## config.mk

```make
export PLATFORM = sky130hd
export DESIGN_NAME = sal_axi_rw_sched_flat
export DESIGN_NICKNAME = d
export VERILOG_FILES = /design/src/rtl/sal_axi_rw_sched_pkg.sv /design/src/rtl/sal_axi_rw_sched_if.sv /design/src/rtl/sal_axi_rw_sched.sv /design/src/flat_wrapper.sv
export SDC_FILE = /design/constraint.sdc
export NUM_CORES = 1
export LEC_CHECK = 0
export ABC_AREA = 1
export CAP_MARGIN = 20
export CORE_MARGIN = 8
export CORE_UTILIZATION = 43
export DETAILED_ROUTE_END_ITERATION = 10
export GPL_TIMING_DRIVEN = 0
export HOLD_SLACK_MARGIN = 0.12
export PLACE_DENSITY = 0.91
export SYNTH_ARGS = -nofsm -noshare
export SYNTH_HDL_FRONTEND = slang
export SYNTH_SLANG_ARGS = --single-unit
```

## constraint.sdc

```tcl
create_clock -name clk -period 3 [get_ports clk]
set_input_delay 0.45 -clock clk [delete_from_list [all_inputs] [get_ports clk]]
set_output_delay 0.45 -clock clk [all_outputs]
set_load 0.1 [all_outputs]
```

## src/rtl/sal_axi_rw_sched_pkg.sv

```systemverilog
// Shared types for the AXI read/write request scheduler.
// AXI widths normally come from SAL_DDR_PARAMS.svh; the defaults below apply when that header is absent.
`ifndef AXI_ID_WIDTH
`define AXI_ID_WIDTH 4
`endif
`ifndef AXI_ADDR_WIDTH
`define AXI_ADDR_WIDTH 32
`endif

package sal_sched_pkg;
    localparam int ID_W   = `AXI_ID_WIDTH;
    localparam int ADDR_W = `AXI_ADDR_WIDTH;
    localparam int LEN_W  = 8;

    typedef enum logic [1:0] {IDLE, RD, WR, TURN} sched_state_t;

    typedef struct packed {
        logic              wr;
        logic [ID_W-1:0]   id;
        logic [ADDR_W-1:0] addr;
        logic [LEN_W-1:0]  len;
    } sched_req_t;

    function automatic sched_state_t dir_state(input logic wr);
        return wr ? WR : RD;
    endfunction
endpackage

```

## src/rtl/sal_axi_rw_sched_if.sv

```systemverilog
// AXI AR/AW address channels plus the scheduled request channel toward the request queue.
interface sal_axi_rw_sched_if;
    import sal_sched_pkg::*;

    logic              ar_valid;
    logic              ar_ready;
    logic [ID_W-1:0]   ar_id;
    logic [ADDR_W-1:0] ar_addr;
    logic [LEN_W-1:0]  ar_len;
    logic              aw_valid;
    logic              aw_ready;
    logic [ID_W-1:0]   aw_id;
    logic [ADDR_W-1:0] aw_addr;
    logic [LEN_W-1:0]  aw_len;
    logic              req_valid;
    logic              req_ready;
    logic              req_wr;
    logic [ID_W-1:0]   req_id;
    logic [ADDR_W-1:0] req_addr;
    logic [LEN_W-1:0]  req_len;

    // Scheduler side: accepts AXI addresses, produces scheduled requests.
    modport slave (
        input  ar_valid, ar_id, ar_addr, ar_len,
        input  aw_valid, aw_id, aw_addr, aw_len,
        input  req_ready,
        output ar_ready, aw_ready,
        output req_valid, req_wr, req_id, req_addr, req_len
    );

    modport master (
        output ar_valid, ar_id, ar_addr, ar_len,
        output aw_valid, aw_id, aw_addr, aw_len,
        output req_ready,
        input  ar_ready, aw_ready,
        input  req_valid, req_wr, req_id, req_addr, req_len
    );
endinterface

```

## src/rtl/sal_axi_rw_sched.sv

```systemverilog
// Merges AXI AR/AW into one request stream, batching same-direction grants with a turnaround gap.
// Optional statistics counters are enabled by defining SAL_RW_SCHED_STAT_EN.
module sal_axi_rw_sched
    import sal_sched_pkg::*;
#(
    parameter int MAX_BATCH   = 8,
    parameter int TURN_CYCLES = 2
) (
    input  logic                    clk,
    input  logic                    rst_n,
    sal_axi_rw_sched_if.slave       bus
`ifdef SAL_RW_SCHED_STAT_EN
    ,
    output logic [31:0]             stat_rd_cnt,
    output logic [31:0]             stat_wr_cnt,
    output logic [31:0]             stat_turn_cnt
`endif
);
    localparam int BW = $clog2(MAX_BATCH + 1);
    localparam int TW = (TURN_CYCLES > 0) ? $clog2(TURN_CYCLES + 1) : 1;
    localparam logic [BW-1:0] BATCH_LAST = BW'(MAX_BATCH - 1);
    localparam logic [TW-1:0] TURN_LAST  = (TURN_CYCLES > 0) ? TW'(TURN_CYCLES - 1) : '0;

    sched_state_t   state_reg;
    logic           target_wr_reg;
    logic [BW-1:0]  batch_cnt_reg;
    logic [TW-1:0]  turn_cnt_reg;
    logic           req_valid_reg;
    sched_req_t     req_reg;

    logic           slot_free;
    logic           rd_grant;
    logic           wr_grant;
    logic           batch_last;
    logic           switch_req;
    logic           switch_to_wr;
    sched_req_t     req_next;

    always_comb begin
        slot_free    = !req_valid_reg || bus.req_ready;
        rd_grant     = (state_reg == RD) && slot_free && bus.ar_valid;
        wr_grant     = (state_reg == WR) && slot_free && bus.aw_valid;
        batch_last   = (batch_cnt_reg == BATCH_LAST);
        switch_req   = 1'b0;
        switch_to_wr = 1'b0;
        // Leave a direction when its batch is exhausted, or when it goes quiet while the other side waits.
        case (state_reg)
            RD: begin
                if ((rd_grant && batch_last && bus.aw_valid) || (!bus.ar_valid && bus.aw_valid)) begin
                    switch_req   = 1'b1;
                    switch_to_wr = 1'b1;
                end
            end
            WR: begin
                if ((wr_grant && batch_last && bus.ar_valid) || (!bus.aw_valid && bus.ar_valid)) begin
                    switch_req   = 1'b1;
                end
            end
            default: ;
        endcase
        req_next = rd_grant ? {1'b0, bus.ar_id, bus.ar_addr, bus.ar_len}
                            : {1'b1, bus.aw_id, bus.aw_addr, bus.aw_len};
    end

    assign bus.ar_ready  = (state_reg == RD) && slot_free;
    assign bus.aw_ready  = (state_reg == WR) && slot_free;
    assign bus.req_valid = req_valid_reg;
    assign bus.req_wr    = req_reg.wr;
    assign bus.req_id    = req_reg.id;
    assign bus.req_addr  = req_reg.addr;
    assign bus.req_len   = req_reg.len;

    always_ff @(posedge clk or negedge rst_n) begin
        if (!rst_n) begin
            state_reg     <= IDLE;
            target_wr_reg <= 1'b0;
            batch_cnt_reg <= '0;
            turn_cnt_reg  <= '0;
            req_valid_reg <= 1'b0;
            req_reg       <= '0;
        end else begin
            if (rd_grant || wr_grant) begin
                req_valid_reg <= 1'b1;
                req_reg       <= req_next;
            end else if (bus.req_ready) begin
                req_valid_reg <= 1'b0;
            end

            if (switch_req) begin
                batch_cnt_reg <= '0;
                turn_cnt_reg  <= '0;
                target_wr_reg <= switch_to_wr;
                state_reg     <= (TURN_CYCLES == 0) ? dir_state(switch_to_wr) : TURN;
            end else begin
                case (state_reg)
                    IDLE: begin
                        if (bus.ar_valid)      state_reg <= RD;
                        else if (bus.aw_valid) state_reg <= WR;
                    end
                    RD, WR: begin
                        // Batch limit with the other side idle simply wraps and keeps the direction.
                        if (rd_grant || wr_grant)
                            batch_cnt_reg <= batch_last ? '0 : batch_cnt_reg + BW'(1);
                    end
                    TURN: begin
                        if (turn_cnt_reg == TURN_LAST) begin
                            turn_cnt_reg <= '0;
                            state_reg    <= dir_state(target_wr_reg);
                        end else begin
                            turn_cnt_reg <= turn_cnt_reg + TW'(1);
                        end
                    end
                    default: state_reg <= IDLE;
                endcase
            end
        end
    end

`ifdef SAL_RW_SCHED_STAT_EN
    logic [31:0] stat_rd_cnt_reg;
    logic [31:0] stat_wr_cnt_reg;
    logic [31:0] stat_turn_cnt_reg;

    always_ff @(posedge clk or negedge rst_n) begin
        if (!rst_n) begin
            stat_rd_cnt_reg   <= '0;
            stat_wr_cnt_reg   <= '0;
            stat_turn_cnt_reg <= '0;
        end else begin
            if (rd_grant)   stat_rd_cnt_reg   <= stat_rd_cnt_reg + 32'd1;
            if (wr_grant)   stat_wr_cnt_reg   <= stat_wr_cnt_reg + 32'd1;
            if (switch_req) stat_turn_cnt_reg <= stat_turn_cnt_reg + 32'd1;
        end
    end

    assign stat_rd_cnt   = stat_rd_cnt_reg;
    assign stat_wr_cnt   = stat_wr_cnt_reg;
    assign stat_turn_cnt = stat_turn_cnt_reg;
`endif
endmodule

```

## src/flat_wrapper.sv

```systemverilog
// flat-port wrapper written by rule: the top's interface ports become plain ports
module sal_axi_rw_sched_flat import sal_sched_pkg::*;
#(
    parameter int MAX_BATCH   = 8,
    parameter int TURN_CYCLES = 2
)
  (clk, rst_n, bus_ar_valid, bus_ar_id, bus_ar_addr, bus_ar_len, bus_aw_valid, bus_aw_id, bus_aw_addr, bus_aw_len, bus_req_ready, bus_ar_ready, bus_aw_ready, bus_req_valid, bus_req_wr, bus_req_id, bus_req_addr, bus_req_len);
  sal_axi_rw_sched_if bus_i ();
  input  logic clk;
  input  logic rst_n;
  input wire logic [$bits(bus_i.ar_valid)-1:0] bus_ar_valid;
  input wire logic [$bits(bus_i.ar_id)-1:0] bus_ar_id;
  input wire logic [$bits(bus_i.ar_addr)-1:0] bus_ar_addr;
  input wire logic [$bits(bus_i.ar_len)-1:0] bus_ar_len;
  input wire logic [$bits(bus_i.aw_valid)-1:0] bus_aw_valid;
  input wire logic [$bits(bus_i.aw_id)-1:0] bus_aw_id;
  input wire logic [$bits(bus_i.aw_addr)-1:0] bus_aw_addr;
  input wire logic [$bits(bus_i.aw_len)-1:0] bus_aw_len;
  input wire logic [$bits(bus_i.req_ready)-1:0] bus_req_ready;
  output wire logic [$bits(bus_i.ar_ready)-1:0] bus_ar_ready;
  output wire logic [$bits(bus_i.aw_ready)-1:0] bus_aw_ready;
  output wire logic [$bits(bus_i.req_valid)-1:0] bus_req_valid;
  output wire logic [$bits(bus_i.req_wr)-1:0] bus_req_wr;
  output wire logic [$bits(bus_i.req_id)-1:0] bus_req_id;
  output wire logic [$bits(bus_i.req_addr)-1:0] bus_req_addr;
  output wire logic [$bits(bus_i.req_len)-1:0] bus_req_len;
  assign bus_i.ar_valid = bus_ar_valid;
  assign bus_i.ar_id = bus_ar_id;
  assign bus_i.ar_addr = bus_ar_addr;
  assign bus_i.ar_len = bus_ar_len;
  assign bus_i.aw_valid = bus_aw_valid;
  assign bus_i.aw_id = bus_aw_id;
  assign bus_i.aw_addr = bus_aw_addr;
  assign bus_i.aw_len = bus_aw_len;
  assign bus_i.req_ready = bus_req_ready;
  assign bus_ar_ready = bus_i.ar_ready;
  assign bus_aw_ready = bus_i.aw_ready;
  assign bus_req_valid = bus_i.req_valid;
  assign bus_req_wr = bus_i.req_wr;
  assign bus_req_id = bus_i.req_id;
  assign bus_req_addr = bus_i.req_addr;
  assign bus_req_len = bus_i.req_len;
  sal_axi_rw_sched #(.MAX_BATCH(MAX_BATCH), .TURN_CYCLES(TURN_CYCLES)) u_core (.clk(clk), .rst_n(rst_n), .bus(bus_i));
endmodule
```

==> Word level (Yosys, flattened, before mapping) <==
Index checks and enable logic that the tools add are counted.
{ "classes": {"add_sub_neg": 2, "eq_ne": 7, "mux": 20, "reduce_logical": 26} }
{ "ops": {"columns": ["op", "count"], "rows": [
  ["$mux W45", 1],
  ["$mux W2", 8],
  ["$mux W4", 4],
  ["$logic_and A1 B1 Y1", 10],
  ["$reduce_bool A2 Y1", 4],
  ["$mux W1", 5],
  ["$add A4 B1 Y4 const B", 1],
  ["$eq A2 B1 Y1 const B", 2],
  ["$eq A2 B2 Y1 const B", 2],
  ["$eq A4 B3 Y1 const B", 1],
  ["$logic_or A1 B1 Y1", 4],
  ["$ne A4 B3 Y1 const B", 1],
  ["$pmux W2 S2", 1],
  ["$logic_not A1 Y1", 3],
  ["$ne A3 B1 Y1 const B", 1],
  ["$reduce_and A3 Y1", 1],
  ["$reduce_bool A3 Y1", 1],
  ["$add A2 B1 Y2 const B", 1],
  ["$logic_not A2 Y1", 1],
  ["$pmux W1 S2", 1],
  ["$reduce_and A2 Y1", 1],
  ["$reduce_or A2 Y1", 1]
]} }
{ "word_totals": {"reg_bits": 55, "inputBits": 93, "out_inout_bits": 48, "word_cells": 64} }

==> Depth between registers and ports, before layout <==
Gate-level depths: netlist of the first run.
{ "depth": {"ltp_word": 11, "mapped_depth": 11} }

==> Worst setup path before layout of the first run <==
No wires, ideal clock.
{ "synth_path": {"path_type": "register -> output", "start": "register u_core.req_valid_reg (netlist: u_core.bus.req_valid)", "end": "output bus_ar_ready", "arrival_ns": 1.679, "t_required_ns": 2.550, "setup_slack_ns": 0.871, "path_stages_with_launch": 4, "cell_sequence": "dfrtp_1 > nand2_2 > nand2_1 > inv_1"} }
{ "synth_via": {"elab_chain_cells": 3} }
{ "synth_lines": {"columns": ["element", "line", "source"], "rows": [
  ["start, declared", "sal_axi_rw_sched.sv:28", "logic req_valid_reg;"],
  ["start signal, assigned", "sal_axi_rw_sched.sv:79", "req_valid_reg <= 1'b0;"],
  ["start signal, assigned", "sal_axi_rw_sched.sv:83", "req_valid_reg <= 1'b1;"],
  ["start signal, assigned", "sal_axi_rw_sched.sv:86", "req_valid_reg <= 1'b0;"],
  ["$logic_not A1 Y1", "sal_axi_rw_sched.sv:40", "slot_free = !req_valid_reg || bus.req_ready;"],
  ["$logic_or A1 B1 Y1", "sal_axi_rw_sched.sv:40", null],
  ["$logic_and A1 B1 Y1", "sal_axi_rw_sched.sv:65", "assign bus.ar_ready = (state_reg == RD) && slot_free;"],
  ["end, declared", "flat_wrapper.sv:20", "output wire logic [$bits(bus_i.ar_ready)-1:0] bus_ar_ready;"]
]} }
Every way passes these cells.

==> Final worst setup path of the first run <==
{ "layout_path": {"start": "input bus_req_ready", "end": "output bus_ar_ready"} }
{ "layout_via": {"elab_chain_cells": 2} }
{ "layout_lines": {"columns": ["element", "line", "source"], "rows": [
  ["start, declared", "flat_wrapper.sv:19", "input wire logic [$bits(bus_i.req_ready)-1:0] bus_req_ready;"],
  ["$logic_or A1 B1 Y1", "sal_axi_rw_sched.sv:40", null],
  ["$logic_and A1 B1 Y1", "sal_axi_rw_sched.sv:65", null]
]} }
Every way passes these cells.

==> impl_metrics.toml, run 1 <==
[status]
status = "complete, no violations"

[detailed_routing]
drtPass1Iterations = 4
drt-vias-per-instance = 4.96
wire_per_inst_um = 15.8
drc_errors = 0
num_vias = 2755
wirelength_mm = 8.77
detail-route-antenna-nets = 0
drt-initial-drc-count = 70

[sta]
relSlewSlack_pct = 32.9
max_freq_ghz = 0.360
final-max-slew-violation-count = 0
rsz0062_at_grt = "false"
fin_crit_ns = 2.78
hold_viol_final = 0
worst_slew_pin_slew_ns = 1.00
setup_viol = 0
fin_crit_sh_pct = 92.5
finalClockSkew_ns = 0.00808

[floorplan]
core_area_um2 = 6200
initial_core_util_pct = 43.3
dieArea_um2 = 9040
io_pins = 141
die_w_um = 95.1
die_y_um = 95.1
num_rows = 29

[clock_network]
clk_latency_ns = 0.31
cts.clk_slew.worst_paths_ns = 0.09
cts_tree = "yes"
clk_path_buf_depth = 2
cts_hold_buf = 0
cts_root_buf = "clkbuf_8"
cts_setup_buffers = 0
ctsResizeCount = 0
htreeDepth = 2
numCtsBuffers = 5
cts_sinks = 55

[synth]
synth_area_leader_cell = "dfrtp_1"
ys_seq_elements = 55
yosysSeqAreaShare_pct = 51.2
synth_top_area_share_pct = 51.2
syn_nets = 427
ys_top_cells_by_area = "dfrtp_1 51%, o21ai_0 9.7%, nand2_1 9.5%"
syn-mean-instance-area_um2 = 8.17
synthCells = 329
synth_cell_types = 23
yosysWarnings = 0
syn_area_um2 = 2690

[global_routing]
grt_max_degree = 30
grt_util_met3_pct = 5.35
grt_pass1_vias = 2850
busiest_layer = "met2"
antenna_found_initial = 0
grt_use_met1_pct = 22.7
track_usage_pct = 19.0
met2_usage_pct = 33.0
grt-ovfl-total = 0
grt_pass1_wl_mm = 13.8

[min_path]
hold_path.class = "in2async"

[critical_path]
reg2reg_depth = 7
arrival_ns = 2.33
slowest_stage = "clkdlybuf4s50_1"
crit_required_ns = 2.55
endpoint_kind = "output pin"
crit_type = "in2out"
cpPeakStageDelay_ns = 1.12
start_kind = "input port"
crit_fanout = 5
critical_path.cell_chain = "clkdlybuf4s50_1 -> inv_1 -> nand2_2 -> nand2_1 -> inv_1 -> clkdlybuf4s50_1"

[final_layout]
antenna_cells = 0
syn2layout_area_growth_pct = 60.0
final_net_count = 575
largest_reg_flops = 32
final_cells = 555
drive_gt1_share_pct = 7.11
n_fill_cell = 498

[placement]
gp_congestion = 0.854
dp_hpwl_mm = 6.94
place_inst = 547
portBuffers = 140

[flow_run]
maxCapViolations = 0
## path summary, 6_finish.rpt
| kind | to | slack, ns | start |
|---|---|---|---|
| max | bus_ar_ready | 0.22 | bus_req_ready |
| min | u_core.bus.req_len[2]$_DFFE_PN0P_ | 0.16 | rst_n |
| max reg2reg | u_core.bus.req_addr[20]$_DFFE_PN0P_ | 1.29 | u_core.state_reg[1]$_DFFE_PN0P_ |
| min reg2reg | u_core.bus.req_addr[26]$_DFFE_PN0P_ | 0.50 | u_core.bus.req_addr[26]$_DFFE_PN0P_ |
| max in group asynchronous | u_core.bus.req_addr[19]$_DFFE_PN0P_ | 2.25 | rst_n |
| min in group clk | u_core.bus.req_addr[26]$_DFFE_PN0P_ | 0.50 | u_core.bus.req_addr[26]$_DFFE_PN0P_ |
## critical path, delay by kind of cell
family | cells | cell delay, ns
buffers and inverters | 4 | 1.67
AND/OR/NAND/NOR | 2 | 0.20
## layout by cell type, fill, tap and decap left out, drive strengths merged
master / count
a21oi: 4
nor3b: 1
inv: 23
dfrtp: 55
o31ai: 1
clkdlybuf4s50: 139
nand2: 74
clkbuf: 12
nor2: 44
ha: 5
o21bai: 1
mux2i: 1
nand3: 13
buf: 15
o21ai: 90
## routing by layer
layer | wire (um) | part of all wire (%)
met5 | 0 | 0
met4 | 118 | 1.3
met3 | 777 | 8.9
met2 | 4310 | 49
met1 | 3560 | 41
## metrics by stage
step	TNS [ns]	util, %	setup slack (ns)	hold slack [ns]	cell area [um^2]
detailed placement	0	67.7	0.211	0.475	4200
floorplan	0	-	0.871	0.154	2690
global route	0	69.3	0.126	0.191	4300
finish	0	69.3	0.224	0.161	4300
CTS	0	69.3	0.211	0.176	4300
global placement	-11.39	67.5	-0.210	0.465	4190
## synthesized netlist by cell type
master	number
inv_4	1
clkbuf_1	4
nand2_8	1
a21oi_1	4
buf_6	2
nor3b_2	1
inv_2	2
ha_1	5
nand2_2	4
o21bai_1	1
o31ai_1	1
nand2_4	1
dfrtp_1	55
mux2i_1	1
buf_2	8
nor2_1	44
inv_1	20
nand3_1	11
buf_4	3
nand2_1	68
o21ai_1	38
o21ai_0	52
nand3_2	2
## logic make-up (layout without fill, tap and decap cells)
family / count (synthesis) / after routing / synth area share, %
AO/OA/AOI/OAI: 96 / 96 / 18.1
multiplexers: 1 / 1 / 0.372
buffers and inverters: 40 / 189 / 7.03
AND/OR/NAND/NOR: 132 / 132 / 21.0
flip-flops: 55 / 55 / 51.2
adder cells (fa/ha/maj): 5 / 5 / 2.33
## area by class of cell
cell class	instances	area (um^2)	share of cell area, %
multi-input cells	234	1120	26.1
flip-flops and latches	55	1380	32.0
inverters	23	88.8	2.07
well taps	77	96.3	2.24
repair buffers	141	1420	32.9
clock buffers	8	100	2.33
plain buffers	17	100	2.33
Power of run 1 is left out: the tool's default activity adds up to more than one toggle a clock period on the data nets, which glitch-free logic cannot reach.
==> run 2: changes to the inputs <==
--- a/config.mk
+++ b/config.mk
@@ -7,6 +7,7 @@
 export LEC_CHECK = 0
 export ABC_AREA = 1
 export CAP_MARGIN = 20
+export CORE_ASPECT_RATIO = 1.75
 export CORE_MARGIN = 8
 export CORE_UTILIZATION = 43
 export DETAILED_ROUTE_END_ITERATION = 10
==> run 2 against run 1 <==
  * Flip-flop and latch count stayed put
  * Hold slack worse by 0.0074 ns
  * Sequential share of layout area is 0.18 points higher
  * Register-to-register slack worse by 0.02 ns
==> impl_metrics.toml, run 2 (synthesized netlist as in run 1, its figures left out) <==
[detailed_routing]
drt-initial-drc-count = 157
wirelength_mm = 9.12
drtPass1Iterations = 4
dr_wl_met2_mm = 4.79
num_vias = 2809
top_layer_used = "met4"
wl_met3_um = 655
wire_per_inst_um = 16.4
detail-route-antenna-nets = 0
drt-vias-per-instance = 5.05
routedLengthMet1_mm = 3.25
drc_errors = 0

[sta]
finalClockSkew_ns = 0.00619
fin_tns_setup_ns = 0
hold_viol_final = 0
fin_crit_ns = 2.77
final-max-slew-violation-count = 0
fin_crit_sh_pct = 92.2
fin_ws_ns = 0.233
worst_slew_pin_slew_ns = 1.02
rsz0062_at_grt = "false"
relSlewSlack_pct = 31.7
max_freq_ghz = 0.361
setup_viol = 0

[placement]
gp_congestion = 0.822
dp_hpwl_mm = 7.29
dpl_worst_slack_ns = 0.239
portBuffers = 140

[floorplan]
core_area_um2 = 6130
initial_core_util_pct = 43.8
num_rows = 38
dieArea_um2 = 9140
io_pins = 141
die_y_um = 121
die_w_um = 75.8

[global_routing]
antenna_found_initial = 0
grt_max_degree = 31
track_usage_pct = 19.8
grt-ovfl-total = 0
grt_pass1_wl_mm = 13.8
grt_pass1_vias = 2880

[critical_path]
arrival_ns = 2.32
crit_required_ns = 2.55
crit_fanout = 5
start_kind = "input port"
endpoint_kind = "output pin"
crit_type = "in2out"

[clock_network]
cts_tree = "yes"
numCtsBuffers = 5
cts_hold_buf = 0
clk_latency_ns = 0.31
htreeDepth = 2
clk_path_buf_depth = 2
cts_sinks = 55
ctsResizeCount = 0
cts_root_buf = "clkbuf_8"
cts.clk_slew.worst_paths_ns = 0.09
cts_setup_buffers = 0

[status]
status = "complete, no violations"

[final_layout]
n_fill_cell = 457
syn2layout_area_growth_pct = 59.1
final_cell_mix = "139 x clkdlybuf4s50_1, 68 x nand2_1, 55 x dfrtp_1"
antenna_cells = 0
drive_gt1_share_pct = 6.72
final_net_count = 575
layout_commonest_cell = "clkdlybuf4s50_1"
largest_reg_flops = 32

[flow_run]
maxCapViolations = 0

[min_path]
hold_path.class = "in2async"
run 2: critical path, stage by stage:
cell and delay [ns]:
clkdlybuf4s50_1 0.45, inv_1 0.04, nand2_2 0.10, nand2_1 0.08, inv_1 0.06, clkdlybuf4s50_1 1.12
run 2: path summary, 6_finish.rpt:
path | from | end | slack, ns | depth (start not counted)
worst max-delay path | bus_req_ready | bus_aw_ready | 0.23 | 6
worst min-delay path | rst_n | u_core.bus.req_len[5]$_DFFE_PN0P_ | 0.15 | 1
worst max register to register | u_core.state_reg[1]$_DFFE_PN0P_ | u_core.bus.req_addr[11]$_DFFE_PN0P_ | 1.27 | 7
worst min register to register | u_core.bus.req_len[0]$_DFFE_PN0P_ | u_core.bus.req_len[0]$_DFFE_PN0P_ | 0.49 | 2
max in group asynchronous | rst_n | u_core.bus.req_len[0]$_DFFE_PN0P_ | 2.27 | 2
min in group clk | u_core.bus.req_len[0]$_DFFE_PN0P_ | u_core.bus.req_len[0]$_DFFE_PN0P_ | 0.49 | 2
run 2: final cells by class:
type,instances,area (um^2),area share [%]
Buffer,17,100,2.34
Clock buffer,6,72.6,1.70
Inverter,23,88.8,2.08
Multi-Input combinational cell,234,1120,26.2
Sequential cell,55,1380,32.2
Tap cell,80,100,2.34
Timing Repair Buffer,141,1420,33.1
run 2: metal layers:
layer | up-vias | track usage (%)
met1 | 1311 | 20.4
met5 | - | 0
met4 | 0 | 11.0
li1 | 1364 | -
met2 | 109 | 35.2
met3 | 25 | 3.73
run 2: stage by stage:
| stage | area (um^2) | util, % | hold WS [ns] | instances |
|---|---|---|---|---|
| 6_report | 4280 | 69.7 | 0.153 | 556 |
| 3_3_place_gp | 4190 | 68.3 | 0.464 | 549 |
| 4_1_cts | 4280 | 69.7 | 0.158 | 556 |
| 5_1_grt | 4280 | 69.7 | 0.166 | 556 |
| 3_5_place_dp | 4200 | 68.5 | 0.473 | 550 |
| 2_1_floorplan | 2690 | - | 0.154 | 329 |
Power of run 2 is left out for the same reason.
==> run 3: changes to the inputs <==
--- a/config.mk
+++ b/config.mk
@@ -17,3 +17,4 @@
 export SYNTH_ARGS = -nofsm -noshare
 export SYNTH_HDL_FRONTEND = slang
 export SYNTH_SLANG_ARGS = --single-unit
+export TNS_END_PERCENT = 30
==> results of run 3 <==
The final DEF is identical to that of run 2; final timing and power are the same.
Power of run 3 is left out for the same reason.
